### src/rtl/timer_pkg.sv
// Shared types and helpers for the level countdown timer.
package timer_pkg;

    typedef enum logic [1:0] {
        LOAD    = 2'd0,
        RUN     = 2'd1,
        EXPIRED = 2'd2,
        HALT    = 2'd3
    } timerState_t;

    typedef logic [3:0] bcd_t;

    localparam int MAX_SECONDS = 99;

    // Clamps to 0..MAX_SECONDS and returns {tens, ones}.
    function automatic logic [7:0] toBcd(input int value);
        int v;
        v = (value > MAX_SECONDS) ? MAX_SECONDS : ((value < 0) ? 0 : value);
        return {4'(v / 10), 4'(v % 10)};
    endfunction

endpackage

### src/rtl/bcd_down_counter2.sv
// Two-digit BCD seconds register: load, decrement with borrow, zero flag.
// With TIMER_BONUS_EN defined, a saturating add is applied before the decrement.
module bcd_down_counter2
    import timer_pkg::*;
#(
    parameter int RESET_VALUE = 60
`ifdef TIMER_BONUS_EN
    ,
    parameter int ADD_VALUE = 5
`endif
) (
    input  logic clk,
    input  logic resetN,
    input  logic load,
    input  bcd_t loadTens,
    input  bcd_t loadOnes,
    input  logic dec,
`ifdef TIMER_BONUS_EN
    input  logic add,
`endif
    output bcd_t tens,
    output bcd_t ones,
    output bcd_t nextTens,
    output bcd_t nextOnes,
    output logic nextZero
);

    localparam logic [7:0] RESET_BCD = toBcd(RESET_VALUE);

    bcd_t addTens;
    bcd_t addOnes;

    always_comb begin
        addTens = tens;
        addOnes = ones;
`ifdef TIMER_BONUS_EN
        if (add) begin
            {addTens, addOnes} = toBcd(int'(tens) * 10 + int'(ones) + ADD_VALUE);
        end
`endif
        nextTens = addTens;
        nextOnes = addOnes;
        if (load) begin
            nextTens = loadTens;
            nextOnes = loadOnes;
        end else if (dec) begin
            // 00 holds: the count never wraps below zero.
            if (addOnes != 4'd0) begin
                nextOnes = addOnes - 4'd1;
            end else if (addTens != 4'd0) begin
                nextOnes = 4'd9;
                nextTens = addTens - 4'd1;
            end
        end
        nextZero = (nextTens == 4'd0) && (nextOnes == 4'd0);
    end

    always_ff @(posedge clk or negedge resetN) begin
        if (!resetN) begin
            tens <= RESET_BCD[7:4];
            ones <= RESET_BCD[3:0];
        end else begin
            tens <= nextTens;
            ones <= nextOnes;
        end
    end

endmodule

### src/rtl/level_countdown_timer.sv
// Per-level seconds countdown: prescaler, LOAD/RUN/EXPIRED/HALT FSM, BCD display digits.
// Optional bonus-seconds input enabled by defining TIMER_BONUS_EN.
//   LOAD    | digits hold LEVEL_SECONDS, waiting for enable
//   RUN     | prescaler counting, one-second ticks decrement the digits
//   EXPIRED | reached 00, waiting for resetTimer
//   HALT    | game over, frozen until resetN
module level_countdown_timer
    import timer_pkg::*;
#(
    parameter int CLK_HZ        = 31500000,
    parameter int LEVEL_SECONDS = 60,
    parameter int WARN_SECONDS  = 10,
    parameter int BONUS_SECONDS = 5
) (
    input  logic clk,
    input  logic resetN,
    input  logic resetTimer,
    input  logic enable,
    input  logic gameOver,
`ifdef TIMER_BONUS_EN
    input  logic bonusSeconds,
`endif
    output logic timeUp,
    output bcd_t secondsTens,
    output bcd_t secondsOnes,
    output logic warning,
    output logic running
);

    localparam int PRE_W = (CLK_HZ > 1) ? $clog2(CLK_HZ) : 1;
    localparam logic [PRE_W-1:0] PRE_TC = PRE_W'(CLK_HZ - 1);
    localparam logic [7:0] LEVEL_BCD = toBcd(LEVEL_SECONDS);

    if (LEVEL_SECONDS < 1 || LEVEL_SECONDS > MAX_SECONDS) begin : gBadLevel
        $error("LEVEL_SECONDS must be in 1..99");
    end
    if (WARN_SECONDS < 0 || WARN_SECONDS > MAX_SECONDS) begin : gBadWarn
        $error("WARN_SECONDS must be in 0..99");
    end
    if (BONUS_SECONDS < 0 || BONUS_SECONDS > MAX_SECONDS) begin : gBadBonus
        $error("BONUS_SECONDS must be in 0..99");
    end
    if (CLK_HZ < 1) begin : gBadClk
        $error("CLK_HZ must be at least 1");
    end

    timerState_t state;
    timerState_t baseState;
    timerState_t nextState;
    logic [PRE_W-1:0] prescaler;
    logic [PRE_W-1:0] nextPrescaler;
    logic load;
    logic tick;
    bcd_t nextTens;
    bcd_t nextOnes;
    logic nextZero;
    logic warnNext;
    int   nextCount;
`ifdef TIMER_BONUS_EN
    logic bonus;
`endif

    always_comb begin
        baseState     = state;
        nextPrescaler = prescaler;
        load          = 1'b0;
        tick          = 1'b0;
`ifdef TIMER_BONUS_EN
        bonus         = 1'b0;
`endif
        // Reload also happens on the edge that enters HALT.
        if (state != HALT && resetTimer) begin
            load          = 1'b1;
            nextPrescaler = '0;
        end
        if (gameOver) begin
            baseState = HALT;
        end else if (state != HALT) begin
            if (resetTimer) begin
                baseState = LOAD;
            end else begin
                case (state)
                    LOAD: begin
                        if (enable) begin
                            baseState     = RUN;
                            nextPrescaler = '0;
                        end
                    end
                    RUN: begin
                        if (enable) begin
                            tick          = (prescaler == PRE_TC);
                            nextPrescaler = tick ? '0 : prescaler + 1'b1;
`ifdef TIMER_BONUS_EN
                            bonus         = bonusSeconds;
`endif
                        end
                    end
                    default: ;
                endcase
            end
        end
    end

    always_comb begin
        nextState = baseState;
        if (tick && nextZero) begin
            nextState = EXPIRED;
        end
        nextCount = int'(nextTens) * 10 + int'(nextOnes);
        warnNext  = (nextState == RUN) && !nextZero && (nextCount <= WARN_SECONDS);
    end

    bcd_down_counter2 #(
        .RESET_VALUE (LEVEL_SECONDS)
`ifdef TIMER_BONUS_EN
        ,
        .ADD_VALUE   (BONUS_SECONDS)
`endif
    ) uDigits (
        .clk      (clk),
        .resetN   (resetN),
        .load     (load),
        .loadTens (LEVEL_BCD[7:4]),
        .loadOnes (LEVEL_BCD[3:0]),
        .dec      (tick),
`ifdef TIMER_BONUS_EN
        .add      (bonus),
`endif
        .tens     (secondsTens),
        .ones     (secondsOnes),
        .nextTens (nextTens),
        .nextOnes (nextOnes),
        .nextZero (nextZero)
    );

    always_ff @(posedge clk or negedge resetN) begin
        if (!resetN) begin
            state     <= LOAD;
            prescaler <= '0;
            timeUp    <= 1'b0;
            warning   <= 1'b0;
            running   <= 1'b0;
        end else begin
            state     <= nextState;
            prescaler <= nextPrescaler;
            timeUp    <= (state == RUN) && (nextState == EXPIRED);
            warning   <= warnNext;
            running   <= (nextState == RUN);
        end
    end

endmodule
### config.mk
export PLATFORM = sky130hd
export DESIGN_NAME = level_countdown_timer
export DESIGN_NICKNAME = d
export VERILOG_FILES = /design/src/rtl/timer_pkg.sv /design/src/rtl/bcd_down_counter2.sv /design/src/rtl/level_countdown_timer.sv
export SDC_FILE = /design/constraint.sdc
export NUM_CORES = 1
export LEC_CHECK = 0
export BUFFER_PORTS_ARGS = -buffer_cell sky130_fd_sc_hd__clkbuf_2
export CORE_MARGIN = 2
export CORE_UTILIZATION = 57
export DETAILED_ROUTE_END_ITERATION = 16
export PLACE_DENSITY = 0.79
export SYNTH_ARGS = -nofsm -noshare
export SYNTH_HDL_FRONTEND = slang
export SYNTH_SLANG_ARGS = --single-unit
### constraint.sdc
create_clock -name clk -period 12.45 [get_ports clk]
set_input_delay 1.245 -clock clk [delete_from_list [all_inputs] [get_ports clk]]
set_output_delay 1.245 -clock clk [all_outputs]
set_load 0.01 [all_outputs]
Word level (Yosys, flattened, before mapping)
Cells that the tools add are included.

Register bits after elaboration: 38. Bits in latches: 0. RAM bits: 0. Memory bits (read-only): 0. Input port bits: 5. Output and inout bits: 11. Word-level logic and storage cells: 58. Memories: 0.

Add/sub/neg operators: 4. Multiply operators: 1. Div/mod/pow operators: 0. $lt $le $gt $ge: 1. Equal/unequal tests: 5. Shift-type cells: 0. Multiplexer cells: 28. Bitwise logic cells: 0. Reduce and logical (&&, ||, !) cells: 12.

Operators by type and width (number): two-way mux 25 bit (7); case mux 25 bit (2 select lines) (1); two-way mux 4 bit (8); adder 25 x 1 -> 25 bit (second input constant) (1); equality test 25 bit (second input constant) (1); two-way mux 2 bit (6); adder 8 x 4 -> 9 bit (1); <= comparator 9 x 4 -> 1 bit (second input constant) (1); zero test 4 bit (2); nonzero test 4 bit (2); subtractor 4 x 1 -> 4 bit (second input constant) (2); multiplier 4 x 3 -> 7 bit (second input constant) (1); logical AND 1 bit (6); two-way mux 1 bit (6); equality test 2 x 1 -> 1 bit (second input constant) (2); equality test 2 bit (second input constant) (1); zero test 2 bit (1); != test 2 bit (second input constant) (1); zero test 1 bit (1).

Longest topological paths before layout
Depth in word-level cells: 15. Depth in mapped cells: 17. Mapped depth without buffers: 17.

Modules after synthesis
A second synthesis with hierarchy kept.

Cell total of the unflattened synthesis: 279. Area total of the unflattened synthesis: 2549.9 um2.

Modules (own cells, without submodules): level_countdown_timer (instances 1, cells each 218, area each 1963.1 um2, sequential area each 750.7 um2); bcd_down_counter2 (instances 1, cells each 61, area each 586.8 um2, sequential area each 202.7 um2).

Worst setup path after synthesis
No wires, ideal clock.

Path kind: input to register. Start point: input gameOver. End point: register warning. Data arrival time: 4819 ps. Setup slack: 7543 ps. Stages on the path: 14. Cell sequence: or4bb_1 nor4_1 nand3_1 mux2_2 and2_1 ha_1 ha_1 fa_1 nand2_1 o21bai_1 and4b_1 o211ai_1 a21oi_1 nor3b_1.

Word-level cells in the longest chain between the ends: 10.

Ends and longest elaborated chain: start: declaration (RTL line level_countdown_timer.sv:19) `input logic gameOver,`; two-way mux 1 bit * (RTL line level_countdown_timer.sv:76) `if (gameOver) begin`; two-way mux 4 bit * (RTL line bcd_down_counter2.sv:46) `end else if (dec) begin`; two-way mux 4 bit * (RTL line bcd_down_counter2.sv:43) `if (load) begin`; via nextTens[3] (RTL line level_countdown_timer.sv:54) `bcd_t nextTens;`; branches (longest 6 deep; another with adder 8 x 4 -> 9 bit); logical AND 1 bit * (RTL line level_countdown_timer.sv:110) `warnNext = (nextState == RUN) && !nextZero && (nextCount <= WARN_SECONDS);`; via warnNext (RTL line level_countdown_timer.sv:57) `logic warnNext;`; end signal: assignment (RTL line level_countdown_timer.sv:147) `warning <= warnNext;`; end: declaration (RTL line level_countdown_timer.sv:26) `output logic warning,`.

Mark *: on every way through the listed nets, which the timed path passes.

Final worst setup path
Same ends and word-level chain as after synthesis.

==> impl_results.md <==
* Status: finished clean
* Int Power at 0.000233 W
* Total power at 0.000317 W
* Hold crit path type: reg -> reg
* Max incr delay on CP at 0.77 ns
* Avg Cell Area, Syn at 8.18 µm²
* Slew @ Worst Pin at 0.958 ns
* Max_cap viols at 0
* Multi-input gate area at 0.00169 mm²
* # fillers at 415
* Logic pwr share at 18.3%
* Crit path time final at 5.31 ns
* Clock-pin slew on the worst setup and hold paths at 0.08 ns
* Async set-or-reset flop fraction in the synthesized netlist at 100%
* Hold-fix buffers at CTS at 0
* Post-synthesis instance total at 338
* Final nets at 359
* Post-CTS sizing at 0
* Area growth from synthesis to layout at 7.33%
* Die footprint at 0.00542 mm²
* WP buf/inv at 1
* Total Routing Usage GR at 26.7%
* Finished Layout Cells at 397
* Placed insts at 389
* Post-DR vias/cell at 6.61
* EDFF count, synth at 0
* DRT iter0 DRCs at 197
* Initial antenna violation count at 0
* Synth Warn # at 0
* P_leak at 1.22 nW
* Diode count at 0
* CP most frequent cell: ha_1
* Die width at 73.6 µm
* RSZ-0062 raised after global routing: false
* Fmax achieved at 188 MHz
* HPWL after DPL at 4710 µm
* Die Ht at 73.6 µm
* Period utilization at 42.6%
* WHS at 0.508 ns
* Post-synthesis cell type count at 60
* FP Rows at 25
* Root buf cell: clkbuf_8
* Synth Net Count at 355
* Power per Cell Area at 107 mW/mm²
* Cts bufs inserted at 5
* NetSw at 0.0000845 W
* Count of input and output buffers at 15
* Max Fanout on Critical Path at 6
* DRC at 0
* Post-DRT Antenna Nets at 0
* Cell Area, Synth at 0.00276 mm²
* Cell Chain, Critical Path: clkbuf_2 -> or4bb_1 -> nor4_1 -> nand4_1 -> mux2i_1 -> ha_1 -> ha_1 -> fa_1 -> nand2_1 -> o21bai_1 -> and4b_1 -> o211ai_1 -> a21oi_1 -> nor3b_1
* Clock power frac at 40.1%
* Largest delay share family, worst path: simple AND/OR/NAND/NOR gates
* DR vias at 2624
* Boundary pin count at 16
* CTS H-tree lvls at 2
* Endpoints failing hold at 0
* Arr. time, crit path at 5.52 ns
* Max-Slew Margin vs Limit at 36.1%
* Final setup fails at 0
* Setup Crit Path Kind: in -> reg
* TritonCTS clock tree: done
* CORE AREA at 0.00469 mm²
* TNS Setup at 0 ns
* Routed WL at 6690 µm
* Largest net degree at the start of global routing at 39
* WP data required at 12.66 ns
* Sw Ratio at 26.6%
* Drt wl/cell at 16.8 µm
* Clk_lat worst skew at 0.30 ns
* Post-synth top flop: dfrtp_1
* Initial core utilization at 58.9%
* Crit end category: register
* First-pass GRT wire length at 11300 µm
* Clock sink count at 38
* Pre-antenna DRT Iters at 4
* Crit-path slowest cell: nor4_1
* Crit start category: input port
* Clock Skews at 0.00494 ns
* Routability Congestion at 0.910
* Vias in the first global route at 2434
* Grt ovf at 0
* Seq/Total Area, Yosys at 34.5%
* Seq. cell area at 953 µm²
* CTS max path bufs at 2
* Reg power frac at 41.6%
* Setup Buffers After CTS at 0
* Proportion of layout cells with a drive suffix above 1 at 11.1%
* Final Max Tran Viols at 0
* Seq cells post-synth at 38
* Worst IR drop on VDD at 0.0000691 V
[cell families after synthesis]
kind of cell	count (synthesis)	share of synthesized area, %
compound gates	106	23.5
buf+inv	28	4.30
flops	38	34.5
simple gates	146	28.8
xor+xnor	3	0.951
mux	5	1.95
fa+ha+maj	12	5.98
[cells in the mapped netlist, types with 5 or more instances]
cell,count,area (µm²)
clkbuf_1,13,48.8
a21oi_1,24,120
and2_1,8,50.1
nand2_1,44,165
nand3_1,11,55.1
nor4_1,7,43.8
nand4_1,10,62.6
and3_1,7,43.8
ha_1,10,125
buf_2,5,25.0
a31oi_1,6,37.5
nor3_1,5,25.0
inv_1,9,33.8
nor2_1,22,82.6
o21ai_0,41,205
dfrtp_1,36,901
[final cells by class]
class / instances / area share, %
Tap cell: 54 / 2.28
Inverter: 9 / 1.14
Clock buffer: 5 / 2.32
Clock inverter: 3 / 2.32
Sequential cell: 38 / 32.1
Multi-Input combinational cell: 272 / 57.0
Timing Repair Buffer: 16 / 2.78
[state kept, by name, summed over array words and instances (netlist names)]
register	count
warning	1
state	2
uDigits.ones	4
running	1
uDigits.tens	4
prescaler	25
timeUp	1
[metal layers]
layer	track usage, %	routed length, µm	vias to the layer above
met5	0	0	-
met4	8.28	106	0
li1	-	-	1265
met1	36.6	3080	1250
met2	42.8	3160	95
met3	4.94	349	14
[per-stage QoR]
stage	utilization [%]	worst slack [ns]	cell area [µm²]
floorplan	-	7.54	2760
global placement	60.3	7.09	2830
detailed placement	60.3	6.93	2830
CTS	63.2	7.21	2970
global route	63.2	6.88	2970
finish	63.2	7.14	2970
[power groups by stage]
| stage | registers, W | clock network (W) | logic (W) |
|---|---|---|---|
| after floorplan | 0.000135 | 0 | 0.0000403 |
| after global placement | 0.000134 | 0 | 0.0000549 |
| after detailed placement | 0.000135 | 0 | 0.0000572 |
| after CTS | 0.000132 | 0.000129 | 0.0000580 |
| after global routing | 0.000133 | 0.000134 | 0.0000661 |
| final | 0.000132 | 0.000127 | 0.0000581 |
[worst paths after layout]
path / start / to / slack [ns] / cells past startpoint
worst max-delay path: gameOver / warning / 7.14 / 14
worst min-delay path: prescaler[24] / prescaler[24] / 0.51 / 1
worst max register to register: prescaler[8] / warning / 7.63 / 13
worst min register to register: prescaler[24] / prescaler[24] / 0.51 / 1
max in group asynchronous: resetN / timeUp / 10.78 / 1
min in group asynchronous: resetN / prescaler[13] / 1.09 / 1
[worst register-to-register path, cell delays in order, from the launching register on]
cell and delay [ns]:
dfrtp_1 0.47, or4_1 0.61, nor4_1 0.81, nand4_1 0.31, mux2i_1 0.48, ha_1 0.33, ha_1 0.22, fa_1 0.53
nand2_1 0.07, o21bai_1 0.20, and4b_1 0.28, o211ai_1 0.10, a21oi_1 0.12, nor3b_1 0.20
[cell usage in the layout (no fill, tap or decap), types with 5 or more instances in the layout]
cell and count:
clkbuf_2 15, nor4_1 7, nand4_1 10, nand2_1 44, a31oi_1 6, dfrtp_1 36, o21ai_0 41, and3_1 7
a21oi_1 24, nand3_1 11, nor2_1 22, nor3_1 5, and2_1 8, clkbuf_8 5, inv_1 9, ha_1 10
No activity file was read; power rests on OpenSTA's default activity.
